[config.mk]
export PLATFORM = sky130hd
export DESIGN_NAME = seg7_scan_driver
export DESIGN_NICKNAME = d
export VERILOG_FILES = /design/src/rtl/seg7_scan_driver_pkg.sv /design/src/rtl/seg7_scan_driver_hex_to_seg7.sv /design/src/rtl/seg7_scan_driver.sv
export SDC_FILE = /design/constraint.sdc
export NUM_CORES = 1
export LEC_CHECK = 0
export BUFFER_PORTS_ARGS = -buffer_cell sky130_fd_sc_hd__buf_2
export CAP_MARGIN = 20
export CORE_MARGIN = 2
export CORE_UTILIZATION = 40
export DETAILED_ROUTE_END_ITERATION = 6
export GPL_ROUTABILITY_DRIVEN = 0
export GPL_TIMING_DRIVEN = 0
export PLACE_DENSITY = 0.62
export RECOVER_POWER = 100
export SETUP_SLACK_MARGIN = 0.2
export SLEW_MARGIN = 0
export SYNTH_ARGS = -nofsm -noshare
export SYNTH_HDL_FRONTEND = slang
export SYNTH_SLANG_ARGS = --single-unit
export TNS_END_PERCENT = 20
[constraint.sdc]
create_clock -name clk -period 1.9 [get_ports clk]
set_input_delay 0.19 -clock clk [delete_from_list [all_inputs] [get_ports clk]]
set_output_delay 0.19 -clock clk [all_outputs]
set_load 0.05 [all_outputs]
[src/rtl/seg7_scan_driver_pkg.sv]
// Shared constants for the four-digit seven-segment scan driver.
// Glyphs are active-high with segment a on bit 0 through segment g on bit 6.
package seg7_scan_driver_pkg;

    localparam int NUM_DIGITS = 4;

    localparam logic [6:0] SEG_OFF = 7'h00;
    localparam logic [6:0] SEG_0   = 7'h3F;
    localparam logic [6:0] SEG_1   = 7'h06;
    localparam logic [6:0] SEG_2   = 7'h5B;
    localparam logic [6:0] SEG_3   = 7'h4F;
    localparam logic [6:0] SEG_4   = 7'h66;
    localparam logic [6:0] SEG_5   = 7'h6D;
    localparam logic [6:0] SEG_6   = 7'h7D;
    localparam logic [6:0] SEG_7   = 7'h07;
    localparam logic [6:0] SEG_8   = 7'h7F;
    localparam logic [6:0] SEG_9   = 7'h6F;
    localparam logic [6:0] SEG_A   = 7'h77;
    localparam logic [6:0] SEG_B   = 7'h7C;
    localparam logic [6:0] SEG_C   = 7'h39;
    localparam logic [6:0] SEG_D   = 7'h5E;
    localparam logic [6:0] SEG_E   = 7'h79;
    localparam logic [6:0] SEG_F   = 7'h71;

    // What the active slot is doing on the next registered output update.
    typedef enum logic [1:0] {
        PH_BLANK = 2'd0,
        PH_LIT   = 2'd1,
        PH_DARK  = 2'd2
    } phase_e;

endpackage

[src/rtl/seg7_scan_driver_hex_to_seg7.sv]
// Combinational hex nibble to seven-segment glyph decoder (b and d lowercase).
module hex_to_seg7
    import seg7_scan_driver_pkg::*;
(
    input  logic [3:0] nibble,
    output logic [6:0] seg
);

    always_comb begin
        seg = SEG_OFF;
        case (nibble)
            4'h0: seg = SEG_0;
            4'h1: seg = SEG_1;
            4'h2: seg = SEG_2;
            4'h3: seg = SEG_3;
            4'h4: seg = SEG_4;
            4'h5: seg = SEG_5;
            4'h6: seg = SEG_6;
            4'h7: seg = SEG_7;
            4'h8: seg = SEG_8;
            4'h9: seg = SEG_9;
            4'hA: seg = SEG_A;
            4'hB: seg = SEG_B;
            4'hC: seg = SEG_C;
            4'hD: seg = SEG_D;
            4'hE: seg = SEG_E;
            4'hF: seg = SEG_F;
            default: seg = SEG_OFF;
        endcase
    end

endmodule

[src/rtl/seg7_scan_driver.sv]
// Four-digit multiplexed seven-segment driver with blanking, frame-aligned
// double buffering and optional leading-zero suppression.
module seg7_scan_driver
    import seg7_scan_driver_pkg::*;
#(
    parameter int CLK_DIV      = 12500,
    parameter int BLANK_CYCLES = 250
) (
    input  logic        clk,
    input  logic        rst,
    input  logic [15:0] value,
    input  logic        load,
    input  logic [3:0]  dp_in,
    input  logic        blank_lz,
    output logic [6:0]  seg,
    output logic        dp_out,
    output logic [3:0]  digit_en,
    output logic        frame_done
);

    localparam int CW    = (CLK_DIV > 1) ? $clog2(CLK_DIV) : 1;
    localparam int IDX_W = $clog2(NUM_DIGITS);

    logic [CW-1:0]    slot_cnt;
    logic [IDX_W-1:0] dig_idx;
    logic [15:0]      pend_val;
    logic [3:0]       pend_dp;
    logic             pending_valid;
    logic [15:0]      shadow_val;
    logic [3:0]       shadow_dp;

    logic             slot_wrap;
    logic             frame_edge;
    logic [15:0]      upper_nibbles;
    logic [6:0]       cur_seg;
    phase_e           phase;
    logic [6:0]       seg_d;
    logic             dp_d;
    logic [3:0]       en_d;

    assign slot_wrap  = (slot_cnt == CW'(CLK_DIV - 1));
    assign frame_edge = slot_wrap && (dig_idx == IDX_W'(NUM_DIGITS - 1));

    always_ff @(posedge clk or posedge rst) begin
        if (rst) begin
            slot_cnt <= '0;
            dig_idx  <= '0;
        end else if (slot_wrap) begin
            slot_cnt <= '0;
            dig_idx  <= dig_idx + 1'b1;
        end else begin
            slot_cnt <= slot_cnt + 1'b1;
        end
    end

    // load is a fire-and-forget strobe with no ready: every cycle it is high
    // is accepted, the last one before a frame boundary is the one displayed,
    // and a load on the boundary edge itself goes straight to the shadow.
    always_ff @(posedge clk or posedge rst) begin
        if (rst) begin
            pend_val      <= '0;
            pend_dp       <= '0;
            pending_valid <= 1'b0;
            shadow_val    <= '0;
            shadow_dp     <= '0;
        end else if (frame_edge) begin
            pending_valid <= 1'b0;
            if (load) begin
                shadow_val <= value;
                shadow_dp  <= dp_in;
            end else if (pending_valid) begin
                shadow_val <= pend_val;
                shadow_dp  <= pend_dp;
            end
        end else if (load) begin
            pend_val      <= value;
            pend_dp       <= dp_in;
            pending_valid <= 1'b1;
        end
    end

    // Nibbles from the active digit upward; all zero means a leading zero.
    assign upper_nibbles = shadow_val >> {dig_idx, 2'b00};

    hex_to_seg7 u_hex_to_seg7 (
        .nibble (upper_nibbles[3:0]),
        .seg    (cur_seg)
    );

    always_comb begin
        phase = PH_LIT;
        if (slot_cnt < CW'(BLANK_CYCLES)) begin
            phase = PH_BLANK;
        end else if (blank_lz && (dig_idx != '0) && (upper_nibbles == 16'h0)) begin
            phase = PH_DARK;
        end
    end

    always_comb begin
        seg_d = SEG_OFF;
        dp_d  = 1'b0;
        en_d  = 4'b0000;
        if (phase == PH_LIT) begin
            seg_d = cur_seg;
            dp_d  = shadow_dp[dig_idx];
            en_d  = 4'b0001 << dig_idx;
        end
    end

    always_ff @(posedge clk or posedge rst) begin
        if (rst) begin
            seg        <= SEG_OFF;
            dp_out     <= 1'b0;
            digit_en   <= 4'b0000;
            frame_done <= 1'b0;
        end else begin
            seg        <= seg_d;
            dp_out     <= dp_d;
            digit_en   <= en_d;
            frame_done <= frame_edge;
        end
    end

endmodule
Yosys cells after proc, flatten, opt, wreduce, memory -nomap -nowiden. Memory sizes are Yosys's and may differ from the RTL's. Cells that the tools add are included.

Register bits after elaboration: 70. Memory bits (read-only): 112. Output and inout bits: 13. Logic and storage cells: 45. Memories kept: 1.

Memory list: (name not given) (depth 16, width 7, rd ports 1, clocked after memory_dff 0, wr ports 0, line seg7_scan_driver_hex_to_seg7.sv:11) `case (nibble)`.

Add/sub/neg operators: 2. $lt $le $gt $ge: 2. Equality and inequality tests: 3. Shift operators: 2. Multiplexer cells: 14. Bitwise gates (word level): 1. Reduce and logical (&&, ||, !) cells: 9.

Operators by type and width (number): $mux W16 (2); $logic_not A16 Y1 (1); $shr A16 B4 Y16 (1); $add A14 B1 Y14 const B (1); $eq A14 B14 Y1 const B (1); $lt A14 B8 Y1 const B (1); $mux W14 (1); $mux W4 (3); $mux W7 (1); $reduce_bool A2 Y1 (3); $mux W1 (4); $mux W2 (2); $reduce_and A2 Y1 (2); $shl A1 B2 Y4 const A (1); $logic_and A1 B1 Y1 (3); $lt A2 B3 Y1 const B (1); $add A2 B1 Y2 const B (1); $bmux W1 S2 (1); $eq A2 B1 Y1 const B (1); $eq A2 B2 Y1 const B (1); $not A1 Y1 (1).

Logic depth before layout (Yosys ltp).
Word-level depth: 7. Gate-level depth with buffers: 10.

Modules after synthesis. A second synthesis with hierarchy kept.

Cells, all modules: 273. Area, all modules: 3485.8 um2.

Modules (own cells, without submodules): seg7_scan_driver (times used 1, cells an instance 240, area an instance 3195.6 um2, sequential area each 1751.7 um2); hex_to_seg7 (times used 1, cells an instance 33, area an instance 290.3 um2, sequential area each 0.0 um2).

Worst setup path before layout. Ideal clock, no wire load.

Path type: reg-to-reg. Start point: reg dig_idx[0]. End point: reg seg[2]. Setup time: 0.141 ns. Arrival: 1.956 ns. Slack: -0.197 ns. Cell stages (with the launch flop): 10. Buffers on the path: 2. Period minus slack after synthesis: 2.097 ns. Cell sequence: dfrtp_1 buf_2 mux4_2 inv_1 ha_1 nand2_1 a211oi_1 nand2b_1 buf_2 a311oi_1.

Longest elaborated chain between the ends: 7.

RTL lines: start, declared (line seg7_scan_driver.sv:25) `logic [IDX_W-1:0] dig_idx;`; start signal, assigned (line seg7_scan_driver.sv:50) `dig_idx <= dig_idx + 1'b1;`; $shr A16 B4 Y16 / $reduce_bool A2 Y1 (equally long branches) (line seg7_scan_driver.sv:83, seg7_scan_driver.sv:94); $logic_not A16 Y1 / $logic_and A1 B1 Y1 (equally long branches) (line seg7_scan_driver.sv:94) `end else if (blank_lz && (dig_idx != '0) && (upper_nibbles == 16'h0)) begin`; $logic_and A1 B1 Y1 (line seg7_scan_driver.sv:94); $mux W2 (line seg7_scan_driver.sv:94); $mux W2 (line seg7_scan_driver.sv:92) `if (slot_cnt < CW'(BLANK_CYCLES)) begin`; $eq A2 B1 Y1 (line seg7_scan_driver.sv:103) `if (phase == PH_LIT) begin`; $mux W7 (*) (line seg7_scan_driver.sv:103); via seg_d[2] (line seg7_scan_driver.sv:37) `logic [6:0] seg_d;`; end signal, assigned (line seg7_scan_driver.sv:117) `seg <= seg_d;`; end, declared (line seg7_scan_driver.sv:15) `output logic [6:0] seg,`.

The timed path passes the listed nets; every way through them passes the cells marked *. A chain may end at the register's enable or synchronous reset.

Worst setup path in the final report. Ends and elaborated chain as after synthesis.

==> results.tsv <==
stage	metric	value	unit
timing	fin crit period	1.99	ns
place	HPWL after DPL	4820	um
timing	Worst Tran Pin Value	0.673	ns
min_path	Hold Crit Depth	2	
clock_network	Num CTS Buffers	9	
place	Setup WS pre-CTS	-0.289	ns
place	port bufs	36	
clock_network	Root Driver	clkbuf_8	
floorplan	DIE HEIGHT	98.5	um
setup_path	cells on worst reg2reg path	9	
clock_network	Clock Tree Buf Depth	2	
run_status	status	finished with violations	
logic_synthesis	Mean Syn Cell Area	12.5	um2
global_route	Total GRT Usage	16.6	%
route	via count	2426	
logic_synthesis	Main synth FF type	dfrtp_1	
setup_path	Setup crit start	dig_idx[0]$_DFFE_PP0N_	
setup_path	crit path capture type	flip-flop	
route	DRT antenna net count	0	
route	vias per cell	5.14	
logic_synthesis	Netlist Area Pre-Place	0.00357	mm2
timing	Final Setup Violations	32	
floorplan	Initial Utilization	41.2	%
floorplan	chip width	98.5	um
global_route	number of global-route vias before repair	2368	
global_route	first-pass GRT wire length	12700	um
route	DRT Pass-1 Iters	4	
timing	unrepaired setup endpoints after global routing	yes	
floorplan	number of I/O pins	37	
run_status	failing checks	negative setup slack	
logic_synthesis	Post-Synthesis Cells	286	
min_path	Hold Crit Class	in -> reg	
layout	share of layout cells above drive strength 1	42.3	%
global_route	Overflow after GRT	0	
logic_synthesis	flops & latches, synth	70	
route	WL/cell	16.2	um
timing	Setup TNS	-1.23	ns
floorplan	Floorplan Core Area	0.00868	mm2
logic_synthesis	asr flop ratio synth	100	%
floorplan	die area	0.00970	mm2
logic_synthesis	Synth warnings	0	
pwr	Max VDD drop	0.424	mV
setup_path	startpoint types	flip-flop	
route	1st-iter DRT viols	194	
clock_network	clk sinks	70	
logic_synthesis	Post-synth EDFFs	0	
timing	Pins Over Slew Limit	0	
route	total wire length	7650	um
layout	Nets	394	
setup_path	Critical Path AT	2.19	ns
run	Max Cap Viol	0	
pwr	Leakage	2.11	nW
clock_network	clk_lat worst skew	0.35	ns
timing	crit share post-route	105	%
timing	worst clock skew	0.0113	ns
logic_synthesis	part of the Yosys area used for sequential elements	49.0	%
timing	Final WS setup	-0.0870	ns
logic_synthesis	Cell variety after synth	40	
route	# DRC	0	
clock_network	CTS tree	built	
timing	Fmax	0.503	GHz
setup_path	end of the worst register-to-register path	seg[2]$_DFF_PP0_	
min_path	Endpoint, Worst Hold	pend_val[9]$_DFFE_PP0P_	
clock_network	H-tree levels	3	
timing	Final Hold Viols	0	
timing	Relative slew margins	55.1	%
setup_path	r2r setup slk	-0.09	ns
min_path	Worst Min Path Start	value[9]	
floorplan	# rows	34	
pwr	PD cells	702	mW/mm2
setup_path	worst endpoint required time	2.11	ns
layout	ant diodes	0	
logic_synthesis	Synthesized Nets	321	
setup_path	Crit Path Class	reg -> reg	
setup_path	FF-to-FF Start	dig_idx[0]$_DFFE_PP0N_	
clock_network	clk slew on worst S/H paths	0.08	ns
global_route	initial antenna violation count	0	
setup_path	crit path max fanout	5	
global_route	pin count of the biggest net entering global routing	42	
layout	Layout Area Growth over Synthesis	26.3	%
-- registers in the layout (all words and copies together) (netlist names) --
register       cells
pend_val          16
dig_idx            2
seg                7
pending_valid      1
dp_out             1
shadow_val        16
slot_cnt          14
digit_en           4
pend_dp            4
shadow_dp          4
frame_done         1
-- Yosys cell counts, drive strengths merged (2+ instances only) --
cell	instances	area share [%]
a31oi	2	0.35
xnor2	7	1.7
nor3	6	0.84
buf	10	2.1
and2	2	0.42
nand3	9	1.3
clkbuf	3	0.32
ha	11	3.9
nor2b	3	0.53
mux2i	7	2.0
xor2	4	0.98
inv	11	1.2
and4	2	0.49
a21oi	7	0.98
mux4	3	1.9
nand2	11	1.2
mux2	63	22
nand4	2	0.35
nor4	6	1.2
a211oi	5	1.1
dfrtp	70	49
a311oi	3	0.74
o21ai	9	1.4
nor2	19	2.0
-- cell families (layout without fill, tap and decap cells) --
group / Yosys count / count (layout) / share of synthesized area, %
fa+ha+maj: 11 / 11 / 3.85
simple gates: 67 / 67 / 9.88
xor+xnor: 11 / 11 / 2.70
buf+inv: 25 / 103 / 3.68
compound gates: 29 / 29 / 5.15
flops: 70 / 70 / 49.0
mux: 73 / 73 / 25.7
-- worst max-delay path by stage --
stage / to / depth (start not counted)
2_1_floorplan: seg[2]$_DFF_PP0_ / 9
3_3_place_gp: seg[2]$_DFF_PP0_ / 9
3_5_place_dp: seg[2]$_DFF_PP0_ / 9
4_1_cts: seg[2]$_DFF_PP0_ / 9
5_1_grt: seg[2]$_DFF_PP0_ / 10
6_report: seg[2]$_DFF_PP0_ / 9
-- critical path, cell delays in order (launching register included) --
cell      delay [ns]
dfrtp_1         0.37
buf_6           0.12
mux4_2          0.56
inv_4           0.10
ha_4            0.14
nand2_2         0.05
a211oi_2        0.15
nand2b_4        0.18
buf_6           0.13
a311oi_2        0.04
-- final cells by class --
cell class / count / area [um2]
clock inverter: 5 / 81.3
inverter: 12 / 52.6
buffer: 13 / 119
fill: 789 / 4170
timing repair buffer: 62 / 372
tap: 108 / 135
multi-input combinational: 191 / 1850
sequential: 70 / 1750
clock buffer: 11 / 151
-- what timing repair did --
action                                  4_1_cts  5_1_grt
gates cloned                                  3        1
hold endpoints to repair                     29        0
buffers inserted                             18        2
resized for setup                            35       14
pin swaps                                     4        6
hold buffers                                  1        0
endpoints found under the setup margin       52       61
-- layout by cell type, fill, tap and decap left out, types with 2 or more instances in the layout --
| cell | count |
|---|---|
| dfrtp_1 | 70 |
| mux2_4 | 39 |
| mux2_2 | 24 |
| buf_2 | 24 |
| clkbuf_1 | 19 |
| nor2_1 | 19 |
| buf_4 | 18 |
| clkbuf_8 | 11 |
| nand2_1 | 10 |
| nand3_1 | 9 |
| inv_1 | 8 |
| ha_1 | 8 |
| buf_6 | 7 |
| xnor2_1 | 7 |
| mux2i_1 | 7 |
| o21ai_0 | 7 |
| a21oi_1 | 7 |
| nor3_1 | 6 |
| nor4_1 | 5 |
| a211oi_1 | 4 |
| xor2_1 | 4 |
| mux4_2 | 3 |
| clkinv_2 | 2 |
| nand4_1 | 2 |
| a311oi_2 | 2 |
| a31oi_1 | 2 |
| and4_1 | 2 |
| nor2b_1 | 2 |
| clkinvlp_4 | 2 |
| buf_8 | 2 |
| ha_4 | 2 |
| bufinv_16 | 2 |
| clkbuf_4 | 2 |
-- per-layer routing --
layer	track usage, %	up-vias	wire length (um)
li1	-	1171	-
met1	23.6	1182	3620
met2	24.5	63	3480
met3	5.32	10	438
met4	4.95	0	108
met5	0	-	0
-- metrics by stage --
step | instances | util, % | total power, mW | cell area, um2 | hold WS [ns]
after floorplan | 286 | - | 1.70 | 3610 | 0.342
after global placement | 430 | 45.2 | 1.76 | 3920 | 0.437
after detailed placement | 431 | 45.4 | 1.77 | 3940 | 0.329
after CTS | 469 | 51.7 | 3.22 | 4490 | 0.0587
after global routing | 472 | 52.0 | 3.31 | 4510 | 0.0555
final | 472 | 52.0 | 3.17 | 4510 | 0.0775
-- power breakdown --
group / switching, mW / internal (mW) / total (mW)
Combinational: 0.0952 / 0.134 / 0.229
Clock: 0.574 / 0.811 / 1.38
Sequential: 0.0222 / 1.53 / 1.55
Total: 0.692 / 2.48 / 3.17
Note: power is estimated with default switching activity, not from simulation.
